===== config.mk =====
export PLATFORM = sky130hd
export DESIGN_NAME = ilog2_pipe
export DESIGN_NICKNAME = d
export VERILOG_FILES = /design/src/rtl/ilog2_pipe.sv
export SDC_FILE = /design/constraint.sdc
export NUM_CORES = 1
export LEC_CHECK = 0
export ABC_AREA = 1
export ABC_CLOCK_PERIOD_IN_PS = 1500
export CORE_ASPECT_RATIO = 1.1
export CORE_MARGIN = 8
export CORE_UTILIZATION = 50
export DETAILED_ROUTE_END_ITERATION = 10
export PLACE_DENSITY = 0.85
export SLEW_MARGIN = 20
export SYNTH_ARGS = -nofsm -noshare
export SYNTH_HDL_FRONTEND = slang
export SYNTH_SLANG_ARGS = --single-unit
export TNS_END_PERCENT = 20

===== constraint.sdc =====
create_clock -name clk -period 1.5 [get_ports clk]
set_input_delay 0.375 -clock clk [delete_from_list [all_inputs] [get_ports clk]]
set_output_delay 0.375 -clock clk [all_outputs]
set_load 0.1 [all_outputs]

===== src/rtl/ilog2_pipe.sv =====
// ilog2_pipe: fully pipelined floor(log2) unit with a valid/ready handshake,
// a zero flag and an in-order sideband tag. One input register stage is
// followed by LOG_W bisection stages, so the latency is LOG_W+1 cycles. All
// stages advance together whenever the output slot is empty or being consumed.
// Optional feature macro: ILOG2_FRAC_EN adds out_frac, the FRAC_W bits
// directly below the leading one of the operand.
module ilog2_pipe #(
   parameter int DATA_W = 32,
   parameter int TAG_W  = 8,
   parameter int LOG_W  = $clog2(DATA_W),
   parameter int FRAC_W = 4
) (
   input  logic              clk,
   input  logic              reset,
   input  logic              in_valid,
   output logic              in_ready,
   input  logic [DATA_W-1:0] in_data,
   input  logic [TAG_W-1:0]  in_tag,
   output logic              out_valid,
   input  logic              out_ready,
   output logic [LOG_W-1:0]  out_log2,
   output logic              out_zero,
   output logic [TAG_W-1:0]  out_tag
`ifdef ILOG2_FRAC_EN
   ,
   output logic [FRAC_W-1:0] out_frac
`endif
);

   // Reject parameter values the bisection scheme cannot handle
   if (DATA_W < 8 || DATA_W > 64 || (DATA_W & (DATA_W - 1)) != 0) begin : g_bad_data_w
      $error("ilog2_pipe: DATA_W must be a power of two in 8..64");
   end
   if (TAG_W < 1) begin : g_bad_tag_w
      $error("ilog2_pipe: TAG_W must be at least 1");
   end
   if (FRAC_W < 1 || FRAC_W > 8) begin : g_bad_frac_w
      $error("ilog2_pipe: FRAC_W must be in 1..8");
   end

   // Stage 0 is the input register; stage j (1..LOG_W) resolves result bit LOG_W-j.
   logic              vld_q  [0:LOG_W];
   logic              vld_d  [0:LOG_W];
   logic [DATA_W-1:0] win_q  [0:LOG_W];
   logic [DATA_W-1:0] win_d  [0:LOG_W];
   logic [LOG_W-1:0]  res_q  [0:LOG_W];
   logic [LOG_W-1:0]  res_d  [0:LOG_W];
   logic              zero_q [0:LOG_W];
   logic              zero_d [0:LOG_W];
   logic [TAG_W-1:0]  tag_q  [0:LOG_W];
   logic [TAG_W-1:0]  tag_d  [0:LOG_W];

   logic adv;

   assign adv      = ~vld_q[LOG_W] | out_ready;
   assign in_ready = adv & ~reset;

   assign out_valid = vld_q[LOG_W];
   assign out_log2  = res_q[LOG_W];
   assign out_zero  = zero_q[LOG_W];
   assign out_tag   = tag_q[LOG_W];

   // Next state: load the operand, then halve the window once per stage
   always_comb begin
      int   half;
      logic nz;
      half   = 0;
      nz     = 1'b0;
      vld_d  = vld_q;
      win_d  = win_q;
      res_d  = res_q;
      zero_d = zero_q;
      tag_d  = tag_q;
      if (adv) begin
         vld_d[0]  = in_valid;
         win_d[0]  = in_data;
         res_d[0]  = '0;
         zero_d[0] = (in_data == '0);
         tag_d[0]  = in_tag;
         for (int j = 1; j <= LOG_W; j++) begin
            // Window entering stage j is 2*half bits wide; test its upper half.
            half      = 1 << (LOG_W - j);
            nz        = ((win_q[j-1] >> half) != '0);
            vld_d[j]  = vld_q[j-1];
            zero_d[j] = zero_q[j-1];
            tag_d[j]  = tag_q[j-1];
            res_d[j]  = res_q[j-1] | (LOG_W'(nz) << (LOG_W - j));
            win_d[j]  = nz ? (win_q[j-1] >> half)
                           : (win_q[j-1] & ((DATA_W'(1) << half) - DATA_W'(1)));
         end
      end
   end

   // Stage registers: synchronous reset clears every stage, otherwise load next state
   always_ff @(posedge clk) begin
      if (reset) begin
         for (int j = 0; j <= LOG_W; j++) begin
            vld_q[j]  <= 1'b0;
            win_q[j]  <= '0;
            res_q[j]  <= '0;
            zero_q[j] <= 1'b0;
            tag_q[j]  <= '0;
         end
      end else begin
         vld_q  <= vld_d;
         win_q  <= win_d;
         res_q  <= res_d;
         zero_q <= zero_d;
         tag_q  <= tag_d;
      end
   end

`ifdef ILOG2_FRAC_EN
   // The original operand rides along so the final stage can normalise it
   // against the completed exponent.
   logic [DATA_W-1:0] val_q [0:LOG_W-1];
   logic [DATA_W-1:0] val_d [0:LOG_W-1];
   logic [FRAC_W-1:0] frac_q;
   logic [FRAC_W-1:0] frac_d;
   logic [LOG_W-1:0]  shamt;

   assign out_frac = frac_q;

   // Next state: carry operand, then left-justify it and take the bits under the leading one
   always_comb begin
      val_d  = val_q;
      frac_d = frac_q;
      shamt  = LOG_W'(DATA_W - 1) - res_d[LOG_W];
      if (adv) begin
         val_d[0] = in_data;
         for (int j = 1; j < LOG_W; j++) begin
            val_d[j] = val_q[j-1];
         end
         // Appending FRAC_W zeros gives the zero-fill when few bits sit below the leading one.
         frac_d = FRAC_W'(({val_q[LOG_W-1], {FRAC_W{1'b0}}} << shamt) >> (DATA_W - 1));
      end
   end

   // Fraction registers share the pipeline's reset and advance
   always_ff @(posedge clk) begin
      if (reset) begin
         for (int j = 0; j < LOG_W; j++) begin
            val_q[j] <= '0;
         end
         frac_q <= '0;
      end else begin
         val_q  <= val_d;
         frac_q <= frac_d;
      end
   end
`endif

endmodule


==> results.md, run 1 <==
* Status: finished with violations
* Violated checks: negative setup slack
* Largest net degree at the start of global routing at 55
* Hold buffers post-CTS at 0
* Most common cell after layout, fill and taps aside: dfxtp_1
* Syn_nets at 651
* Core Region at a little under 10000 µm²
* Metal2 WL at 5780 µm
* Antenna-violating nets left at 0
* Commonest cells after routing, fill and taps aside: 122 x dfxtp_1, 107 x inv_1, 107 x nand2_1
* Worst setup SP type: input port
* Worst Hold Launch: in_tag[3]
* Diode count at 0
* Hold path depth at 3
* Mapped Area at 4920 µm²
* Avg WL per Cell at around 15 µm
* First-pass detailed-route iteration total at 5
* HPWL after DPL at 7460 µm
* Netlist cell types at 24
* WP buf/inv at 2
* Boundary pin count at 60
* Drt initial violations at 320
* Hold endpoint: tag_q[43]$_SDFFE_PP0P_
* Final period util at 112%
* Starting Density at 50.5%
* Final max-slew violation count at 0
* Worst-margin pin slew at 299 ps
* Share of layout cells above drive strength 1 at 14.1%
* Tmin final at between 1500 and 2000 ps
* Final wirelength at 11600 µm
* Gpl congestion at 0.848
* Total power draw at 9.01 mW
* Vias at between 4000 and 5000
* Die Height at 120 µm
* Clock tree from TritonCTS: built
* Final #Nets at 707
* Final setup fails at 2
* Clock buffer depth at 2
* CP endpoint kind: primary output
* Setup WS pre-CTS at -273 ps
* Port Buffer Count at 59
* Register area share after synthesis at 53.7%
* Wire length of the first global-routing pass at 19100 µm
* Crit Path Class: in2out
* Cell Pwr Density at about 1400 nW/µm²
* Worst Setup Slack, final at -181 ps
* RR Endpoint: win_q[137]$_SDFFE_PP0P_
* GR Overflow Total at 0
* Worst hold slack at 434 ps
* CP max stage delay at approximately 520 ps
* Clk sinks at 132
* Post-Route Skew at 6.89 ps
* Total track usage at 17.4%
* Endpoints failing hold at 0
* Max Used Layer: met4
* Mapped Avg Cell Area at just over 8 µm²
* RSZ-0062 raised after global routing: true
* Cells after Synth at 607
* Reg clk slew, reported paths at ~60 ps
* Vias/cell at around 5.2
* CTS buffer count at 17
* Slew headroom at 80.1%
* Htree depth at 4
* Area growth syn-to-layout at 31.6%
* CP required at between 1000 and 1500 ps
* Hold Crit Class: in2reg
* Worst-case vdd ir drop at about 0.78 mV
* Reg2Reg Depth at 7
* Top cell family by delay on the critical path: buffers and inverters
* Met3 routed WL at about 730 µm
* Max-cap violations at 0
* Initial antenna violation count at 0
* Core Util, Final at ~66%
* Met1 wire length at 4820 µm
* Final TNS setup at -211 ps
* F_max at between 0.5 and 0.6 GHz
* Leakage power at 2.68 nW
* RR Startpoint: win_q[176]$_SDFFE_PP0P_
* Die Width at 111 µm
* YS warnings at 0
* Crit Path Max Fanout at 4
* FP Rows at 38
* Worst path cell trace: clkdlybuf4s50_1 > nor2_4 > buf_12
* Vias in the first global route at 4155
* Clk_lat worst skew at approximately 520 ps
* DR DRC count at 0
* Clk root buf: clkbuf_8
* DIE AREA at approximately 13000 µm²
* Slowest cell on crit path: clkdlybuf4s50_1
* Yosys reg bits at 132
* WP data arrival at approximately 1300 ps
* R2R Setup Slk at 170 ps
## power by group
group | switching [mW] | leakage, nW | internal (mW)
Clock | 1.50 | 0.327 | 3.18
Combinational | 0.348 | 1.26 | 0.275
Sequential | 0.0616 | 1.09 | 3.65
Total | 1.91 | 2.68 | 7.10
## registers in the layout (all words and copies together), names as in the netlist
signal and cells:
zero_q 5, out_tag 8, vld_q 5, win_q 57, out_log2 5, out_valid 1, res_q 10, out_zero 1
tag_q 40
## kinds of logic (layout without fill, tap and decap cells)
logic type,Yosys count,in the layout,share of synthesized area (%)
AOI/OAI and AO/OA,130,130,15.3
DFF,132,132,53.7
buffers and inverters,155,224,14.5
and+or+nand+nor,190,190,16.6
## worst register-to-register path: stages, from the launching register on
cell and delay, ps:
dfxtp_1 330, nor2_1 120, nand2_1 100, nor2_4 140, buf_4 220, nand3_1 140
nand3_1 130, nand2_1 60
## final cells by class
cell class | count | area, µm²
inverters | 110 | 415
clock buffers | 20 | 457
flip-flops and latches | 132 | 2660
multi-input cells | 320 | 1580
repair buffers | 82 | 998
clock inverters | 12 | 223
fillers | 720 | 3270
well taps | 120 | 150
## routing by layer
| layer | GRT usage, % | vias up |
|---|---|---|
| met1 | 19.0 | 1912 |
| met4 | 8.28 | 0 |
| met5 | 0 | - |
| met2 | 30.0 | 181 |
| met3 | 5.69 | 22 |
| li1 | - | 2040 |
## synthesized netlist by cell type, drive strengths merged
| cell type | count | share of area, % |
|---|---|---|
| dfxtp | 132 | 54 |
| inv | 110 | 8.4 |
| nand2 | 109 | 8.5 |
| o22ai | 56 | 7.4 |
| o21ai | 54 | 5.5 |
| nand3 | 43 | 4.4 |
| buf | 36 | 5.4 |
| nor2 | 34 | 3.3 |
| a21oi | 14 | 1.4 |
| clkbuf | 9 | 0.69 |
| a22o | 3 | 0.53 |
| a211oi | 2 | 0.30 |
| or2 | 2 | 0.25 |
| nand4 | 1 | 0.13 |
| nor3 | 1 | 0.10 |
| o21bai | 1 | 0.15 |
## worst max-delay path by stage
stage / start / endpoint / slack [ps] / depth (start not counted)
after floorplan: out_valid$_SDFFE_PP0P_ / in_ready / 20 / 5
after global placement: out_ready / in_ready / -270 / 4
after detailed placement: out_ready / win_q[99]$_SDFFE_PP0P_ / -270 / 6
after CTS: out_valid$_SDFFE_PP0P_ / in_ready / -230 / 4
after global routing: out_valid$_SDFFE_PP0P_ / in_ready / -230 / 4
final: reset / in_ready / -180 / 3
## repair_timing
| item | 4_1_cts | 5_1_grt |
|---|---|---|
| pin swaps | 2 | 2 |
| setup buffers | 3 | 0 |
| endpoints found under the setup margin | 2 | 12 |
| gates resized for setup | 1 | 11 |
## stage by stage
stage	cells	area (µm²)
after floorplan	607	4940
after CTS	796	6460
after detailed placement	761	5760
after global routing	796	6480
final	796	6480
after global placement	761	5760
(Power assumes the default switching activity.)
==> run 2, diff against run 1 <==
--- a/config.mk
+++ b/config.mk
@@ -6,12 +6,13 @@
 export NUM_CORES = 1
 export LEC_CHECK = 0
 export ABC_AREA = 1
-export ABC_CLOCK_PERIOD_IN_PS = 1500
+export ABC_CLOCK_PERIOD_IN_PS = 1800
 export CORE_ASPECT_RATIO = 1.1
 export CORE_MARGIN = 8
-export CORE_UTILIZATION = 50
+export CORE_UTILIZATION = 55
 export DETAILED_ROUTE_END_ITERATION = 10
-export PLACE_DENSITY = 0.85
+export HOLD_SLACK_MARGIN = 0.05
+export PLACE_DENSITY = 0.91
 export SLEW_MARGIN = 20
 export SYNTH_ARGS = -nofsm -noshare
 export SYNTH_HDL_FRONTEND = slang
==> constraint.sdc (replaced) <==
create_clock -name clk -period 1.8 [get_ports clk]
set_input_delay 0.45 -clock clk [delete_from_list [all_inputs] [get_ports clk]]
set_output_delay 0.45 -clock clk [all_outputs]
set_load 0.1 [all_outputs]
==> results.md, run 2 (synthesized netlist as in run 1, its figures left out) <==
* Final max-slew violation count at 0
* Gpl congestion at 0.877
* Initial antenna violation count at 0
* DIE AREA at roughly 12000 µm²
* Drt initial violations at 294
* Clk_lat worst skew at roughly 520 ps
* Final #Nets at 709
* Worst path cell trace: inv_2 > nor2_4 > nor2_4 > buf_12
* Hold buffers post-CTS at 0
* CP endpoint kind: primary output
* Core Region at 8780 µm²
* Clock buffer depth at 2
* Share of layout cells above drive strength 1 at 12.8%
* Final wirelength at 12300 µm
* CP max stage delay at about 340 ps
* Top flop regs: win_q x57, tag_q x40, res_q x10
* Total placed cells including tap cells at 756
* WP data arrival at 1300 ps
* GR Layer Usage met2 at 35.5%
* Design area at 6350 µm²
* Port Buffer Count at 59
* HPWL after DPL at just under 8000 µm
* WP buf/inv at 2
* RR Endpoint: out_log2[2]$_SDFFE_PP0P_
* Cell Pwr Density at 1110 nW/µm²
* Crit-path most repeated cell: nor2_4
* RR Startpoint: out_valid$_SDFFE_PP0P_
* Gate power share at 7.4%
* GR Util met3 at around 6.5%
* DR DRC count at 0
* Biggest register: win_q
* FP Rows at 36
* Top cell family by delay on the critical path: flip-flops
* Total track usage at 20.9%
* Worst-margin pin slew at roughly 540 ps
* Worst setup SP type: register
* GR Overflow Total at 0
* Vias in the first global route at 4273
* Endpoints failing hold at 0
* Clk root buf: clkbuf_8
* Htree depth at 4
* Die Width at 106 µm
* Antenna-violating nets left at 0
* Largest net degree at the start of global routing at 74
* Internal Power at 5.45 mW
* Post-Route Skew at 10.1 ps
* Vias/cell at 5.38
* Final std cells w/o fill at 792
* Commonest cells after routing, fill and taps aside: 131 x dfxtp_1, 107 x inv_1, 107 x nand2_1
* Crit path to: in_ready
* F_max at 0.573 GHz
* Wire length of the first global-routing pass at 20200 µm
* Clock power share at around 49%
* Clk sinks at roughly 130
* Vias at 4260
* Area growth syn-to-layout at 28.9%
* Final setup fails at 0
* Reg2Reg Depth at 8
* Most common cell after layout, fill and taps aside: dfxtp_1
* Worst path depth at 4
* Diode count at 0
* Max reg flops at 57
* Crit Path Class: reg2out
* Most Crowded Layer GR: met2
* Met1 Use GR at 22.0%
* Avg WL per Cell at 15.5 µm
* Worst Setup SP: out_valid$_SDFFE_PP0P_
* CP required at 1350 ps
* # fillers at 580
* Starting Density at roughly 56%
* Max-cap violations at 0
* Clock tree from TritonCTS: built
* Reg power frac at 43.9%
* Status: complete, no violations
* R2R Setup Slk at 220 ps
* Placed cell area at 5720 µm²
* Final period util at 97.0%
* Slew headroom at around 64%
* First-pass detailed-route iteration total at 7
* Slowest cell on crit path: dfxtp_4
* Crit Path Max Fanout at 2
* Boundary pin count at 60
* Net switching power figure at approximately 1.6 mW
* Leakage power at around 2.6 nW
* CTS buffer count at 17
* Sw Share at 22.7%
* Die Height at 115 µm
* Reg clk slew, reported paths at 60 ps
* Hold Crit Class: reg2reg
* Tmin final at 1750 ps
* Worst-case vdd ir drop at 0.646 mV
-- run 2: cell types whose count changed in the layout (fill, tap and decap cells not counted), sizes merged --
cell | before | now
buf | 39 | 41
bufinv | 6 | 3
dlymetal6s2s | 0 | 1
dlygate4sd2 | 0 | 1
inv | 111 | 112
clkinvlp | 2 | 4
clkdlybuf4s50 | 43 | 41
-- run 2: power groups by stage --
stage                     logic [mW]  registers [mW]  clock network, mW
after global placement         0.483            3.14                  0
final                          0.525            3.10               3.43
after floorplan                0.297            3.14                  0
after CTS                      0.520            3.09               3.45
after detailed placement       0.504            3.15                  0
after global routing           0.572            3.10               3.60
-- run 2: what timing repair did --
action	CTS	global route
buffers inserted	3	1
pin swaps	2	2
endpoints found under the setup margin	1	1
resized for setup	2	1
-- run 2: worst min path at each step --
stage                       startpoint                       to  slack (ps)  cells past startpoint
6_report       win_q[136]$_SDFFE_PP0P_  win_q[136]$_SDFFE_PP0P_         460                      2
3_5_place_dp     vld_q[1]$_SDFFE_PP0P_   out_valid$_SDFFE_PP0P_         440                      2
2_1_floorplan   res_q[18]$_SDFFE_PP0P_   res_q[13]$_SDFFE_PP0P_         420                      2
5_1_grt                          reset   out_valid$_SDFFE_PP0P_         460                      4
3_3_place_gp    res_q[18]$_SDFFE_PP0P_   res_q[13]$_SDFFE_PP0P_         440                      2
4_1_cts          vld_q[1]$_SDFFE_PP0P_   out_valid$_SDFFE_PP0P_         450                      2
-- run 2: cell type report --
class	count	area (µm²)	share of cell area (%)
clock buffer	20	445	7.02
inverter	110	413	6.51
clock inverter	12	153	2.40
multi-input combinational	320	1570	24.7
timing repair buffer	84	977	15.4
sequential	132	2650	41.7
tap	114	143	2.25
-- run 2: worst reg2reg max path, stage by stage (launching register included) --
cell and delay [ps]:
dfxtp_4 340, inv_2 40, nor2_4 110, buf_4 140
buf_4 130, nand2_4 70, inv_2 410, nand2_1 150
o21ai_0 120
-- run 2: routing by layer --
metal,vias to the layer above,wire length (µm)
li1,2043,-
met2,195,6240
met5,-,0
met1,1968,4750
met4,0,535
met3,54,767
-- run 2: metrics by stage --
step	power (mW)	hold WS [ps]	util (%)	setup TNS (ps)	setup slack, ps
floorplan	3.43	423	-	0	141
global placement	3.63	438	65.1	-3500	-113
detailed placement	3.65	444	65.1	-8600	-239
CTS	7.07	455	72.2	0	0.810
global route	7.28	458	72.3	-3.16	-3.16
finish	7.05	459	72.3	0	53.9
